<file path="src/rtl/neo_fix_pkg.sv">
// rtl/neo_fix_pkg.sv - shared types, S-ROM address layout and column-offset table for the fix fetcher
//
// S-ROM byte address, MSB to LSB: {bank[1:0], code[11:0], col_off[1:0], row[2:0]}.
// Fetch byte k (0..3) reads column offset 2,3,0,1 and supplies pixels 2k (low
// nibble) and 2k+1 (high nibble).
package neo_fix_pkg;

    localparam int ROW_W   = 3;
    localparam int COL_W   = 2;
    localparam int CODE_W  = 12;
    localparam int BANK_W  = 2;
    localparam int PAL_W   = 4;
    localparam int SROM_AW = BANK_W + CODE_W + COL_W + ROW_W;

    // Column offset for fetch byte k lives at bits [2k+1:2k].
    localparam logic [7:0] COL_OFF_TBL = {2'd1, 2'd0, 2'd3, 2'd2};

    typedef enum logic [1:0] {
        ST_IDLE,
        ST_REQ,
        ST_FULL
    } fetch_state_e;

    typedef struct packed {
        logic [BANK_W-1:0] bank;
        logic [CODE_W-1:0] code;
        logic [PAL_W-1:0]  pal;
        logic [ROW_W-1:0]  row;
    } tile_t;

    function automatic logic [COL_W-1:0] col_off(input logic [1:0] k);
        return COL_OFF_TBL[{k, 1'b0} +: 2];
    endfunction

    function automatic logic [SROM_AW-1:0] tile_addr(input tile_t t, input logic [1:0] k);
        return {t.bank, t.code, col_off(k), t.row};
    endfunction

endpackage

</file>
<file path="src/rtl/neo_fix_fetch_if.sv">
// rtl/neo_fix_fetch_if.sv - S-ROM req/ack byte port between the fix fetcher and the ROM arbiter
//
// SROM_REQ  : held high until SROM_ACK
// SROM_ADDR : byte address, stable while SROM_REQ is high
// SROM_ACK  : one-cycle acknowledge, SROM_DATA valid in the same cycle
// SROM_DATA : returned byte
interface neo_fix_fetch_if #(
    parameter int AW = 19
);
    logic          SROM_REQ;
    logic [AW-1:0] SROM_ADDR;
    logic          SROM_ACK;
    logic [7:0]    SROM_DATA;

    modport master (
        output SROM_REQ,
        output SROM_ADDR,
        input  SROM_ACK,
        input  SROM_DATA
    );

    modport slave (
        input  SROM_REQ,
        input  SROM_ADDR,
        output SROM_ACK,
        output SROM_DATA
    );
endinterface

</file>
<file path="src/rtl/neo_fix_shifter.sv">
// rtl/neo_fix_shifter.sv - fix-layer pixel shifter: row load, pixel select, palette and underrun count
//
// clk_i/rst_i   : clock, synchronous active-high reset
// ce_pix_i      : pixel enable; nothing advances without it
// tile_start_i  : with ce_pix_i, load a new row and emit pixel 0
// row_vld_i     : fetch buffer holds a complete row
// row_i/pal_i   : fetched row (pixel i at [4i+3:4i]) and its palette
// pix_color_o   : registered pixel colour (0 = transparent)
// pix_pal_o     : registered palette of the current pixel
// underrun_o    : saturating count of loads that found no complete row
module neo_fix_shifter #(
    parameter int UNDERRUN_CNT_W = 8
) (
    input  logic                      clk_i,
    input  logic                      rst_i,
    input  logic                      ce_pix_i,
    input  logic                      tile_start_i,
    input  logic                      row_vld_i,
    input  logic [31:0]               row_i,
    input  logic [3:0]                pal_i,
    output logic [3:0]                pix_color_o,
    output logic [3:0]                pix_pal_o,
    output logic [UNDERRUN_CNT_W-1:0] underrun_o
);

    // Pixel 0 goes straight to the output register on load, so only the
    // remaining seven pixels are kept; zeros shift in behind them so the
    // output falls to transparent after pixel 7.
    logic [27:0]               sh_q;
    logic [3:0]                color_q;
    logic [3:0]                pal_q;
    logic [UNDERRUN_CNT_W-1:0] urun_q;

    always_ff @(posedge clk_i) begin
        if (rst_i) begin
            sh_q    <= '0;
            color_q <= '0;
            pal_q   <= '0;
            urun_q  <= '0;
        end else if (ce_pix_i) begin
            if (tile_start_i) begin
                if (row_vld_i) begin
                    color_q <= row_i[3:0];
                    sh_q    <= row_i[31:4];
                    pal_q   <= pal_i;
                end else begin
                    color_q <= '0;
                    sh_q    <= '0;
                    pal_q   <= '0;
                    if (!(&urun_q)) begin
                        urun_q <= urun_q + UNDERRUN_CNT_W'(1);
                    end
                end
            end else begin
                color_q <= sh_q[3:0];
                sh_q    <= {4'b0, sh_q[27:4]};
            end
        end
    end

    assign pix_color_o = color_q;
    assign pix_pal_o   = pal_q;
    assign underrun_o  = urun_q;

endmodule

</file>
<file path="src/rtl/neo_fix_fetch.sv">
// rtl/neo_fix_fetch.sv - fix-layer row fetcher: latches tile entries, fetches 4 S-ROM bytes per row, feeds the shifter
//
// CLK/RESET     : clock, synchronous active-high reset
// CE_PIX        : pixel enable
// FIX_LOAD      : strobe, latch FIX_CODE/FIX_PAL/FIX_ROW and the effective bank
// BANK/CMC_EN   : CMC bank, used only when CMC_EN=1 (else bank 0)
// TILE_START    : with CE_PIX, pixel 0 of a new tile is due
// srom          : S-ROM req/ack byte port (master side)
// PIX_COLOR/PIX_PAL : registered pixel colour and palette
// UNDERRUN      : saturating underrun count
module neo_fix_fetch
    import neo_fix_pkg::*;
#(
    parameter int AW             = SROM_AW,
    parameter int UNDERRUN_CNT_W = 8
) (
    input  logic                      CLK,
    input  logic                      RESET,
    input  logic                      CE_PIX,
    input  logic                      FIX_LOAD,
    input  logic [11:0]               FIX_CODE,
    input  logic [3:0]                FIX_PAL,
    input  logic [2:0]                FIX_ROW,
    input  logic [1:0]                BANK,
    input  logic                      CMC_EN,
    input  logic                      TILE_START,
    neo_fix_fetch_if.master           srom,
    output logic [3:0]                PIX_COLOR,
    output logic [3:0]                PIX_PAL,
    output logic [UNDERRUN_CNT_W-1:0] UNDERRUN
);

    fetch_state_e    state_q, state_d;
    logic [1:0]      k_q, k_d;
    logic            req_q, req_d;
    logic [AW-1:0]   addr_q, addr_d;
    tile_t           cur_q, cur_d;
    tile_t           pend_q, pend_d;
    logic            pend_vld_q, pend_vld_d;
    logic [3:0][7:0] fbuf_q, fbuf_d;

    tile_t new_t;
    tile_t nxt_t;
    logic  nxt_vld;
    logic  buf_vld;
    logic  xfer;

    // The fetch buffer is complete exactly while the FSM sits in FULL.
    assign buf_vld = (state_q == ST_FULL);
    assign xfer    = CE_PIX && TILE_START && buf_vld;

    always_comb begin
        new_t.bank = CMC_EN ? BANK : 2'd0;
        new_t.code = FIX_CODE;
        new_t.pal  = FIX_PAL;
        new_t.row  = FIX_ROW;
    end

    // A load in this very cycle is newer than anything already pending.
    assign nxt_t   = FIX_LOAD ? new_t : pend_q;
    assign nxt_vld = FIX_LOAD || pend_vld_q;

    always_comb begin
        state_d    = state_q;
        k_d        = k_q;
        req_d      = req_q;
        addr_d     = addr_q;
        cur_d      = cur_q;
        pend_d     = pend_q;
        pend_vld_d = pend_vld_q;
        fbuf_d     = fbuf_q;

        unique case (state_q)
            ST_IDLE: begin
                if (FIX_LOAD) begin
                    cur_d   = new_t;
                    k_d     = 2'd0;
                    req_d   = 1'b1;
                    addr_d  = AW'(tile_addr(new_t, 2'd0));
                    state_d = ST_REQ;
                end
            end

            ST_REQ: begin
                if (FIX_LOAD) begin
                    pend_d     = new_t;
                    pend_vld_d = 1'b1;
                end
                if (!req_q) begin
                    // One-cycle gap after each ACK; cur_q already reflects a restart.
                    req_d  = 1'b1;
                    addr_d = AW'(tile_addr(cur_q, k_q));
                end else if (srom.SROM_ACK) begin
                    fbuf_d[k_q] = srom.SROM_DATA;
                    req_d       = 1'b0;
                    if (k_q == 2'd3) begin
                        // A complete row is kept even if a newer tile is pending;
                        // the pending entry is fetched after the shifter takes it.
                        state_d = ST_FULL;
                    end else if (nxt_vld) begin
                        cur_d      = nxt_t;
                        pend_vld_d = 1'b0;
                        k_d        = 2'd0;
                    end else begin
                        k_d = k_q + 2'd1;
                    end
                end
            end

            ST_FULL: begin
                if (FIX_LOAD) begin
                    pend_d     = new_t;
                    pend_vld_d = 1'b1;
                end
                if (xfer) begin
                    if (nxt_vld) begin
                        cur_d      = nxt_t;
                        pend_vld_d = 1'b0;
                        k_d        = 2'd0;
                        req_d      = 1'b1;
                        addr_d     = AW'(tile_addr(nxt_t, 2'd0));
                        state_d    = ST_REQ;
                    end else begin
                        state_d = ST_IDLE;
                    end
                end
            end

            default: begin
                state_d = ST_IDLE;
                req_d   = 1'b0;
            end
        endcase
    end

    always_ff @(posedge CLK) begin
        if (RESET) begin
            state_q    <= ST_IDLE;
            k_q        <= '0;
            req_q      <= 1'b0;
            addr_q     <= '0;
            cur_q      <= '0;
            pend_q     <= '0;
            pend_vld_q <= 1'b0;
            fbuf_q     <= '0;
        end else begin
            state_q    <= state_d;
            k_q        <= k_d;
            req_q      <= req_d;
            addr_q     <= addr_d;
            cur_q      <= cur_d;
            pend_q     <= pend_d;
            pend_vld_q <= pend_vld_d;
            fbuf_q     <= fbuf_d;
        end
    end

    assign srom.SROM_REQ  = req_q;
    assign srom.SROM_ADDR = addr_q;

    // cur_q is stable throughout FULL, so its palette belongs to the buffered row.
    neo_fix_shifter #(
        .UNDERRUN_CNT_W(UNDERRUN_CNT_W)
    ) u_shifter (
        .clk_i       (CLK),
        .rst_i       (RESET),
        .ce_pix_i    (CE_PIX),
        .tile_start_i(TILE_START),
        .row_vld_i   (buf_vld),
        .row_i       (fbuf_q),
        .pal_i       (cur_q.pal),
        .pix_color_o (PIX_COLOR),
        .pix_pal_o   (PIX_PAL),
        .underrun_o  (UNDERRUN)
    );

endmodule

</file>
<file path="src/flat_wrapper.sv">
// flat-port wrapper written by rule: the top's interface ports become plain ports
module neo_fix_fetch_flat import neo_fix_pkg::*;
#(
    parameter int AW             = SROM_AW,
    parameter int UNDERRUN_CNT_W = 8
)
  (CLK, RESET, CE_PIX, FIX_LOAD, FIX_CODE, FIX_PAL, FIX_ROW, BANK, CMC_EN, TILE_START, PIX_COLOR, PIX_PAL, UNDERRUN, srom_SROM_REQ, srom_SROM_ADDR, srom_SROM_ACK, srom_SROM_DATA);
  neo_fix_fetch_if #(.AW(AW)) srom_i ();
  input  logic CLK;
  input  logic RESET;
  input  logic CE_PIX;
  input  logic FIX_LOAD;
  input  logic [11:0] FIX_CODE;
  input  logic [3:0] FIX_PAL;
  input  logic [2:0] FIX_ROW;
  input  logic [1:0] BANK;
  input  logic CMC_EN;
  input  logic TILE_START;
  output logic [3:0] PIX_COLOR;
  output logic [3:0] PIX_PAL;
  output logic [UNDERRUN_CNT_W-1:0] UNDERRUN;
  output wire logic [$bits(srom_i.SROM_REQ)-1:0] srom_SROM_REQ;
  output wire logic [$bits(srom_i.SROM_ADDR)-1:0] srom_SROM_ADDR;
  input wire logic [$bits(srom_i.SROM_ACK)-1:0] srom_SROM_ACK;
  input wire logic [$bits(srom_i.SROM_DATA)-1:0] srom_SROM_DATA;
  assign srom_SROM_REQ = srom_i.SROM_REQ;
  assign srom_SROM_ADDR = srom_i.SROM_ADDR;
  assign srom_i.SROM_ACK = srom_SROM_ACK;
  assign srom_i.SROM_DATA = srom_SROM_DATA;
  neo_fix_fetch #(.AW(AW), .UNDERRUN_CNT_W(UNDERRUN_CNT_W)) u_core (.CLK(CLK), .RESET(RESET), .CE_PIX(CE_PIX), .FIX_LOAD(FIX_LOAD), .FIX_CODE(FIX_CODE), .FIX_PAL(FIX_PAL), .FIX_ROW(FIX_ROW), .BANK(BANK), .CMC_EN(CMC_EN), .TILE_START(TILE_START), .srom(srom_i), .PIX_COLOR(PIX_COLOR), .PIX_PAL(PIX_PAL), .UNDERRUN(UNDERRUN));
endmodule
</file>
<file path="config.mk">
export PLATFORM = sky130hd
export DESIGN_NAME = neo_fix_fetch_flat
export DESIGN_NICKNAME = d
export VERILOG_FILES = /design/src/rtl/neo_fix_pkg.sv /design/src/rtl/neo_fix_fetch_if.sv /design/src/rtl/neo_fix_shifter.sv /design/src/rtl/neo_fix_fetch.sv /design/src/flat_wrapper.sv
export SDC_FILE = /design/constraint.sdc
export NUM_CORES = 1
export LEC_CHECK = 0
export ABC_AREA = 1
export BUFFER_PORTS_ARGS = -buffer_cell sky130_fd_sc_hd__clkbuf_2
export CAP_MARGIN = 20
export CELL_PAD_IN_SITES_DETAIL_PLACEMENT = 0
export CELL_PAD_IN_SITES_GLOBAL_PLACEMENT = 1
export CORE_MARGIN = 4
export CORE_UTILIZATION = 40
export DETAILED_ROUTE_END_ITERATION = 7
export GPL_TIMING_DRIVEN = 1
export PLACE_DENSITY_LB_ADDON = 0.1
export SLEW_MARGIN = 10
export SYNTH_ARGS = -nofsm -noshare
export SYNTH_HDL_FRONTEND = slang
export SYNTH_HIERARCHICAL = 1
export SYNTH_SLANG_ARGS = --single-unit
</file>
<file path="constraint.sdc">
create_clock -name CLK -period 4.7 [get_ports CLK]
set_input_delay 0.47 -clock CLK [delete_from_list [all_inputs] [get_ports CLK]]
set_output_delay 0.47 -clock CLK [all_outputs]
set_load 0.05 [all_outputs]
</file>
==> results of run 1 <==
Yosys cell counts:
| library cell | number | area (µm²) |
|---|---|---|
| nand2_1 | 309 | 1160 |
| nor2_1 | 178 | 668 |
| dfxtp_1 | 143 | 2860 |
| a21oi_1 | 93 | 465 |
| o21ai_0 | 62 | 310 |
| inv_1 | 40 | 150 |
| nand3_1 | 36 | 180 |
| buf_2 | 19 | 95.1 |
| clkbuf_1 | 19 | 71.3 |
| a21boi_0 | 14 | 105 |
| ha_1 | 13 | 163 |
| inv_2 | 12 | 45.0 |
| o21bai_2 | 10 | 113 |
| o21bai_1 | 8 | 60.1 |
| buf_4 | 7 | 52.6 |
| o211ai_1 | 5 | 37.5 |
| o21ai_1 | 5 | 25.0 |
| buf_6 | 4 | 45.0 |
| mux2i_1 | 4 | 40.0 |
| nor3_1 | 4 | 20.0 |
| buf_1 | 3 | 11.3 |
| nand2_2 | 3 | 18.8 |
| nand4_1 | 2 | 12.5 |
| nor2_4 | 2 | 22.5 |
| a211oi_1 | 1 | 7.51 |
| a21boi_1 | 1 | 7.51 |
| nor2_2 | 1 | 6.26 |
| xor2_1 | 1 | 8.76 |
metal layers:
metal	track usage	share of wire	vias to the layer above
met5	0	0	-
met4	0.0702	0.026	0
met3	0.0311	0.026	23
met2	0.329	0.50	85
met1	0.219	0.45	2746
li1	-	-	3270
cells in the final DEF (no fill, tap or decap), drive strengths merged, types with 3 or more instances in the layout:
cell type	instances
nand2	312
nor2	181
dfxtp	143
a21oi	93
clkbuf	88
o21ai	67
inv	61
nand3	36
o21bai	18
a21boi	15
ha	13
o211ai	5
mux2i	4
nor3	4
buf	4
bufinv	3
final cells by class:
type / instances / area share
Multi-Input combinational cell: 752 / 0.441
Sequential cell: 143 / 0.367
Clock buffer: 17 / 0.0546
Timing Repair Buffer: 75 / 0.0520
Tap cell: 220 / 0.0353
Clock inverter: 15 / 0.0250
Inverter: 52 / 0.0250
kinds of logic (layout without fill, tap and decap cells):
logic type      after synthesis  after routing  synth area share
mux                           4              4           0.00592
xor+xnor                      1              1           0.00130
compound gates              199            199             0.167
simple gates                535            535             0.309
fa+ha+maj                    13             13            0.0240
flops                       143            143             0.423
buf+inv                     104            159            0.0696
metrics by stage:
stage,utilization,hold slack [ns],setup WS (ns),cell area (µm²)
after floorplan,-,0.438,3.07,6760
after global placement,0.431,0.452,1.80,7140
after detailed placement,0.432,0.452,1.76,7170
after CTS,0.470,0.362,2.10,7790
after global routing,0.470,0.374,1.81,7790
final,0.470,0.367,2.15,7790
report_power, final:
part	internal [µW]	switching [µW]	total (µW)
logic	672	1620	2290
registers	1480	145	1630
clock network	855	576	1430
tightest hold or removal path, delay by kind of cell:
family / cells / cell delay [ns]
compound gates: 1 / 0.08
buf+inv: 1 / 0.12
simple gates: 1 / 0.08
flip-flops by register name, summed over array words and instances (netlist names):
register                      flops
u_core/cur_q                     21
u_core/fbuf_q                    32
u_core/k_q                        2
u_core/pend_q                    21
u_core/pend_vld_q                 1
u_core/srom.SROM_ADDR            19
u_core/srom.SROM_REQ              1
u_core/state_q                    2
u_core/u_shifter/pix_color_o      4
u_core/u_shifter/pix_pal_o        4
u_core/u_shifter/sh_q            28
u_core/u_shifter/underrun_o       8
final timing paths:
check | slack, ns | startpoint | endpoint
hold / removal | 0.37 | srom_SROM_DATA[1] | u_core/fbuf_q[1]
hold reg to reg | 0.46 | u_core/fbuf_q[14] | u_core/u_shifter/sh_q[10]
setup reg to reg | 2.15 | u_core/state_q[0] | u_core/srom.SROM_ADDR[7]
setup / recovery | 2.15 | u_core/state_q[0] | u_core/srom.SROM_ADDR[7]
==> metrics.cfg, run 1 <==
[status]
outcome=finished, final reports clean

[grt]
grt_pass1_vias=5702
grt_max_degree=56
antenna_found_initial=0
grt_usage=0.183
grt_pass1_wl_um=29000
overflow=0

[worst_setup_path]
start_kind=register
path_cells=inv_1, ha_1, nor2_1, nand2_1, nand2_1, nor2_1, nand2_2, nor2_1, nor2_1
crit_type=reg2reg
path_buf_inv=1
crit_arrival_ns=2.91
critical_path_required_ns=5.06
endpoint_kind=register
cp_max_fo=20
critical_path_depth=9
slowest_stage=nand2_1
crit_path_frequent_cell=nor2_1
crit_family=simple AND/OR/NAND/NOR gates
rr_worst_depth=9
critPathMaxStageDelay_ns=0.62

[min_path]
min_path_cells=3
worst_hold_path_type=in2reg

[final_layout]
area_delta_synth_final_pct=15.2
drive_above_1_share=0.130
multi_input_area_mm2=0.00343
fin_nets=1090
n_antenna_cell=0
seq_area_mm2=0.00286
fill_cells=1791
stdcell_count=1274

[route]
drtPass1Iterations=6
num_vias=6124
vias_per_cell=4.81
ant_nets=0
drcViolationCount=0
wirelength_um=17500
drt_iter0_drc=424
wl_per_cell_um=13.7

[pwr]
max-vdd-ir-drop_v=0.000394
power_uw=5350
leakagePower_uw=0.00353
p_per_area_mw_per_mm2=686

[clock_tree]
max-clock-path-buffers=2
clockRootBuffer=clkbuf_16
clk_latency_ns=0.42
cts_tree=done
cts_resized=0
postCtsSetupRepairBufs=0
hold_buffers=0
clkTransAtPathRegs_ns=0.07
clkSinkCount=143
cts-buffers-inserted=17
cts_max_level=4

[run]
drv_cap=0

[timing]
hold_violations=0
worst_pin_slew_ns=0.996
finalSetupViolCount=0
slew_viol_final=0
min_period_ns=2.55
clock.fmax_mhz=393
finalSetupTns_ns=0
finalClockSkew_ns=0.00760
post-route-period-util=0.542
relSlewSlack=0.334
rsz0062_at_grt=no

[placed_design]
placedCellCount=1242
hpwl_um=11100
io_buffers=71
gp_congestion=0.778

[floorplan]
fp-row-count=47
start_util=0.408
die_h_um=138
die_w_um=138
die-area_mm2=0.0191
num_io_pins=72
core-area_mm2=0.0166

[logic_synthesis]
synth.distinct_cells=28
synthCells=999
ys_ff_latch=143
ys_warn_count=6
synth_seq_area_share=0.423
syn_area_mm2=0.00676
syn_nets=1048
synth_area_per_cell_um2=6.77

Power figures use the tool's default switching activity.
==> run 2: changes to the inputs <==
- clock period: 4.7 -> 2.62 ns (I/O delays scaled with it)
==> metrics.cfg, run 2 (same netlist as run 1, synthesis figures left out) <==
[route]
drtPass1Iterations=5
drcViolationCount=0
wl_per_cell_um=13.8
num_vias=6144
ant_nets=0
drt_iter0_drc=349
wirelength_um=17700
vias_per_cell=4.79

[pwr]
p_per_area_mw_per_mm2=1230
max-vdd-ir-drop_v=0.000768
power_uw=9620
leakagePower_uw=0.00357

[worst_setup_path]
critical_path_required_ns=2.98
rr_worst_depth=10
r2r_end=u_core/srom.SROM_ADDR[4]
ff2ff_setup_slack_ns=0.74
timing.rr.start=u_core/state_q[0]
crit_type=reg2reg
endpoint_kind=register
start_kind=register
crit_arrival_ns=2.24
cp_max_fo=19

[floorplan]
die_h_um=138
num_io_pins=72
die-area_mm2=0.0191
core-area_mm2=0.0166
start_util=0.408
die_w_um=138
fp-row-count=47

[grt]
overflow=0
antenna_found_initial=0
grt_pass1_wl_um=29700
grt_pass1_vias=5950
grt_max_degree=43
grt_usage=0.189

[clock_tree]
clkTransAtPathRegs_ns=0.06
clkSinkCount=143
cts_resized=0
postCtsSetupRepairBufs=0
cts-buffers-inserted=17
clockRootBuffer=clkbuf_16
cts_tree=done
hold_buffers=0
cts_max_level=4
max-clock-path-buffers=2
clk_latency_ns=0.42

[min_path]
holdPathEnd=u_core/fbuf_q[5]
worst_hold_path_type=in2reg
min_path_cells=3
worstHoldStart=srom_SROM_DATA[5]

[timing]
finalSetupViolCount=0
min_period_ns=1.88
relSlewSlack=0.584
post-route-period-util=0.719
clock.fmax_mhz=531
slew_viol_final=0
hold_violations=0
layout_setup_ws_ns=0.736
finalClockSkew_ns=0.00899
rsz0062_at_grt=no
worst_pin_slew_ns=0.624
finalSetupTns_ns=0

[placed_design]
dp_slack_ns=0.727
hpwl_um=11500
gp_congestion=0.820
io_buffers=71

[final_layout]
fill_cells=1776
regMostFlops=u_core/fbuf_q
largest_register_ffs=32
multi_input_area_mm2=0.00343
n_antenna_cell=0
area_delta_synth_final_pct=16.0
seq_area_mm2=0.00286
drive_above_1_share=0.137
fin_nets=1100
final_cell_mix=nand2_1, nor2_1, dfxtp_1
top_regs=u_core/fbuf_q x32, u_core/u_shifter/sh_q x28
layout_commonest_cell=nand2_1

[run]
drv_cap=0

[status]
outcome=finished, final reports clean

## run 2: area by class of cell
cell class	count	share of cell area
clock buffer	19	0.0565
timing repair buffer	85	0.0635
inverter	52	0.0249
sequential	143	0.365
tap	220	0.0351
clock inverter	13	0.0177
multi-input combinational	752	0.438
## run 2: worst max-delay path, stage by stage (launching register included)
cell and delay, ns:
dfxtp_1 0.40, inv_1 0.11, ha_1 0.34, nor2_1 0.22
nand2_1 0.08, nand2_1 0.08, buf_4 0.27, nor2_1 0.11
nand2_1 0.07, nand2_1 0.04, nor2_1 0.09
## run 2: where the power goes
group	switching (µW)	total [µW]	internal, µW
logic	2960	4320	1360
registers	253	2910	2660
clock network	963	2390	1430
total	4180	9620	5440
## run 2: how the worst max path moves through the flow
stage                     slack, ns                              to  depth (start not counted)                            from
final                          0.74        u_core/srom.SROM_ADDR[4]                         10               u_core/state_q[0]
after global placement         0.76        u_core/srom.SROM_ADDR[7]                         10               u_core/state_q[1]
after global routing           0.48       u_core/srom.SROM_ADDR[13]                          9               u_core/state_q[0]
after floorplan                0.99  u_core/u_shifter/underrun_o[1]                          8  u_core/u_shifter/underrun_o[1]
after detailed placement       0.73        u_core/srom.SROM_ADDR[7]                         10               u_core/state_q[1]
after CTS                      0.71        u_core/srom.SROM_ADDR[7]                         10               u_core/state_q[1]
## run 2: per-stage QoR
step | instances | area [µm²] | utilization | hold slack [ns]
floorplan | 999 | 6760 | - | 0.331
global placement | 1252 | 7260 | 0.438 | 0.452
detailed placement | 1252 | 7260 | 0.438 | 0.456
CTS | 1284 | 7850 | 0.473 | 0.139
global route | 1284 | 7850 | 0.473 | 0.158
finish | 1284 | 7850 | 0.473 | 0.161
## run 2: routing by layer
metal	track usage	vias to the layer above	wire, µm
li1	-	3296	-
met1	0.222	2724	7940
met2	0.335	104	8650
met3	0.0418	20	569
met5	0	-	0
met4	0.0754	0	514
==> run 3: changes to the inputs <==
- clock period: 2.62 -> 1.9 ns (I/O delays scaled with it)
==> metrics.cfg, run 3 (same netlist as run 1, synthesis figures left out) <==
[floorplan]
num_io_pins=72
core-area_mm2=0.0166
die_w_um=138
die_h_um=138
die-area_mm2=0.0191
fp-row-count=47
start_util=0.408

[worst_setup_path]
path_cells=inv_1, ha_2, buf_12, nand2_1, nand2_1, nor2_4, buf_12, nand2_1, nand2_1, nor2_1
path_buf_inv=3
slowest_stage=ha_2
endpoint_kind=register
cp_max_fo=28
ff2ff_setup_slack_ns=0.1
crit_type=reg2reg
start_kind=register
r2r_end=u_core/cur_q[15]
rr_worst_depth=10
critical_path_required_ns=2.22
crit_path_frequent_cell=nand2_1
crit_family=simple AND/OR/NAND/NOR gates
critPathMaxStageDelay_ns=0.33
timing.rr.start=u_core/state_q[0]
crit_arrival_ns=2.12

[timing]
worst_pin_slew_ns=0.532
rsz0062_at_grt=yes
finalClockSkew_ns=0.00732
min_period_ns=1.80
relSlewSlack=0.645
clock.fmax_mhz=555
hold_violations=0
post-route-period-util=0.949
slew_viol_final=0
finalSetupViolCount=0

[grt]
overflow=0
grt_max_degree=40
grt_usage=0.195
grt_pass1_wl_um=30700
grt_pass1_vias=6083
antenna_found_initial=0

[final_layout]
drive_above_1_share=0.147
layout_commonest_cell=nand2_1
largest_register_ffs=32
area_delta_synth_final_pct=18.1
n_antenna_cell=0
final_core_utilization=0.482
fill_cells=1800
fin_nets=1112
stdcell_count=1296
final_cell_mix=nand2_1, nor2_1, dfxtp_1
top_regs=u_core/fbuf_q x32, u_core/u_shifter/sh_q x28
regMostFlops=u_core/fbuf_q

[pwr]
intPower_uw=7850
p_comb_frac=0.455
power_frac_seq=0.293
p_per_area_mw_per_mm2=1730
p_sw_uw=5940
leakagePower_uw=0.00364
swShare=0.430
clkPwrFrac=0.252
max-vdd-ir-drop_v=0.00119

[route]
drt_iter0_drc=352
drcViolationCount=0
ant_nets=0
drtPass1Iterations=4
num_vias=6340
wirelength_um=18200
vias_per_cell=4.89
wl_per_cell_um=14.0

[status]
outcome=finished, final reports clean

[placed_design]
hpwl_um=12500
gp_congestion=0.826
io_buffers=71
placedCellCount=1264

[min_path]
worst_hold_path_type=in2reg
worstHoldStart=srom_SROM_DATA[1]
min_path_cells=3
holdPathEnd=u_core/fbuf_q[1]

[clock_tree]
clkTransAtPathRegs_ns=0.07
cts_tree=done
hold_buffers=0
cts_max_level=4
clockRootBuffer=clkbuf_16
clk_latency_ns=0.42
max-clock-path-buffers=2
cts-buffers-inserted=17
clkSinkCount=143

[run]
drv_cap=0

run 3: cell count changes in the layout (fill, tap and decap cells not counted), sizes merged:
cell / delta
bufinv: +1
inv: +5
clkinv: -7
buf: +12
clkinvlp: +1
run 3: layer usage:
layer	GRT usage	routed length (µm)
met1	0.229	7970
met2	0.358	9460
met3	0.0349	470
met4	0.0624	297
met5	0	0
run 3: worst max path at each step:
stage / start / cells past startpoint / slack (ns) / to
floorplan: u_core/u_shifter/underrun_o[1] / 8 / 0.27 / u_core/u_shifter/underrun_o[1]
global placement: u_core/state_q[0] / 8 / 0.08 / u_core/cur_q[20]
detailed placement: u_core/state_q[0] / 8 / 0.03 / u_core/srom.SROM_ADDR[17]
CTS: u_core/state_q[0] / 8 / 0.03 / u_core/srom.SROM_ADDR[17]
global route: u_core/state_q[0] / 8 / -0.03 / u_core/fbuf_q[18]
finish: u_core/state_q[0] / 10 / 0.1 / u_core/cur_q[15]
run 3: cell type report:
cell class                      instances  area, µm²  share of cell area
Clock inverter                         13        174              0.0218
Inverter                               52        198              0.0247
Tap cell                              220        275              0.0345
Clock buffer                           19        433              0.0542
Timing Repair Buffer                   97        604              0.0757
Sequential cell                       143       2860               0.358
Multi-Input combinational cell        752       3440               0.431
run 3: metrics by stage:
step	setup TNS (ns)	area, µm²	setup slack, ns	power [µW]	hold WS (ns)
floorplan	0	6760	0.269	8780	0.259
global placement	0	7370	0.0789	10400	0.451
detailed placement	0	7370	0.0330	10400	0.454
CTS	0	7970	0.0285	13900	0.0810
global route	-0.0791	7990	-0.0255	14900	0.0997
finish	0	7990	0.0974	13800	0.0903
run 3: worst min-delay path, delay by kind of cell:
family / cells / cell delay, ns
and+or+nand+nor: 1 / 0.07
AOI/OAI and AO/OA: 1 / 0.09
buffers and inverters: 1 / 0.12
run 3: power groups by stage:
| stage | clock, µW | combinational, µW | sequential [µW] |
|---|---|---|---|
| 2_1_floorplan | 0 | 4010 | 4780 |
| 3_3_place_gp | 0 | 6300 | 4110 |
| 3_5_place_dp | 0 | 6290 | 4110 |
| 4_1_cts | 3580 | 6310 | 4050 |
| 5_1_grt | 3700 | 7070 | 4140 |
| 6_report | 3480 | 6270 | 4040 |
run 3: what timing repair did:
| action | in CTS | in global routing |
|---|---|---|
| gates resized for setup | 0 | 5 |
| setup endpoints to repair | 0 | 69 |
| buffers inserted | 0 | 0 |
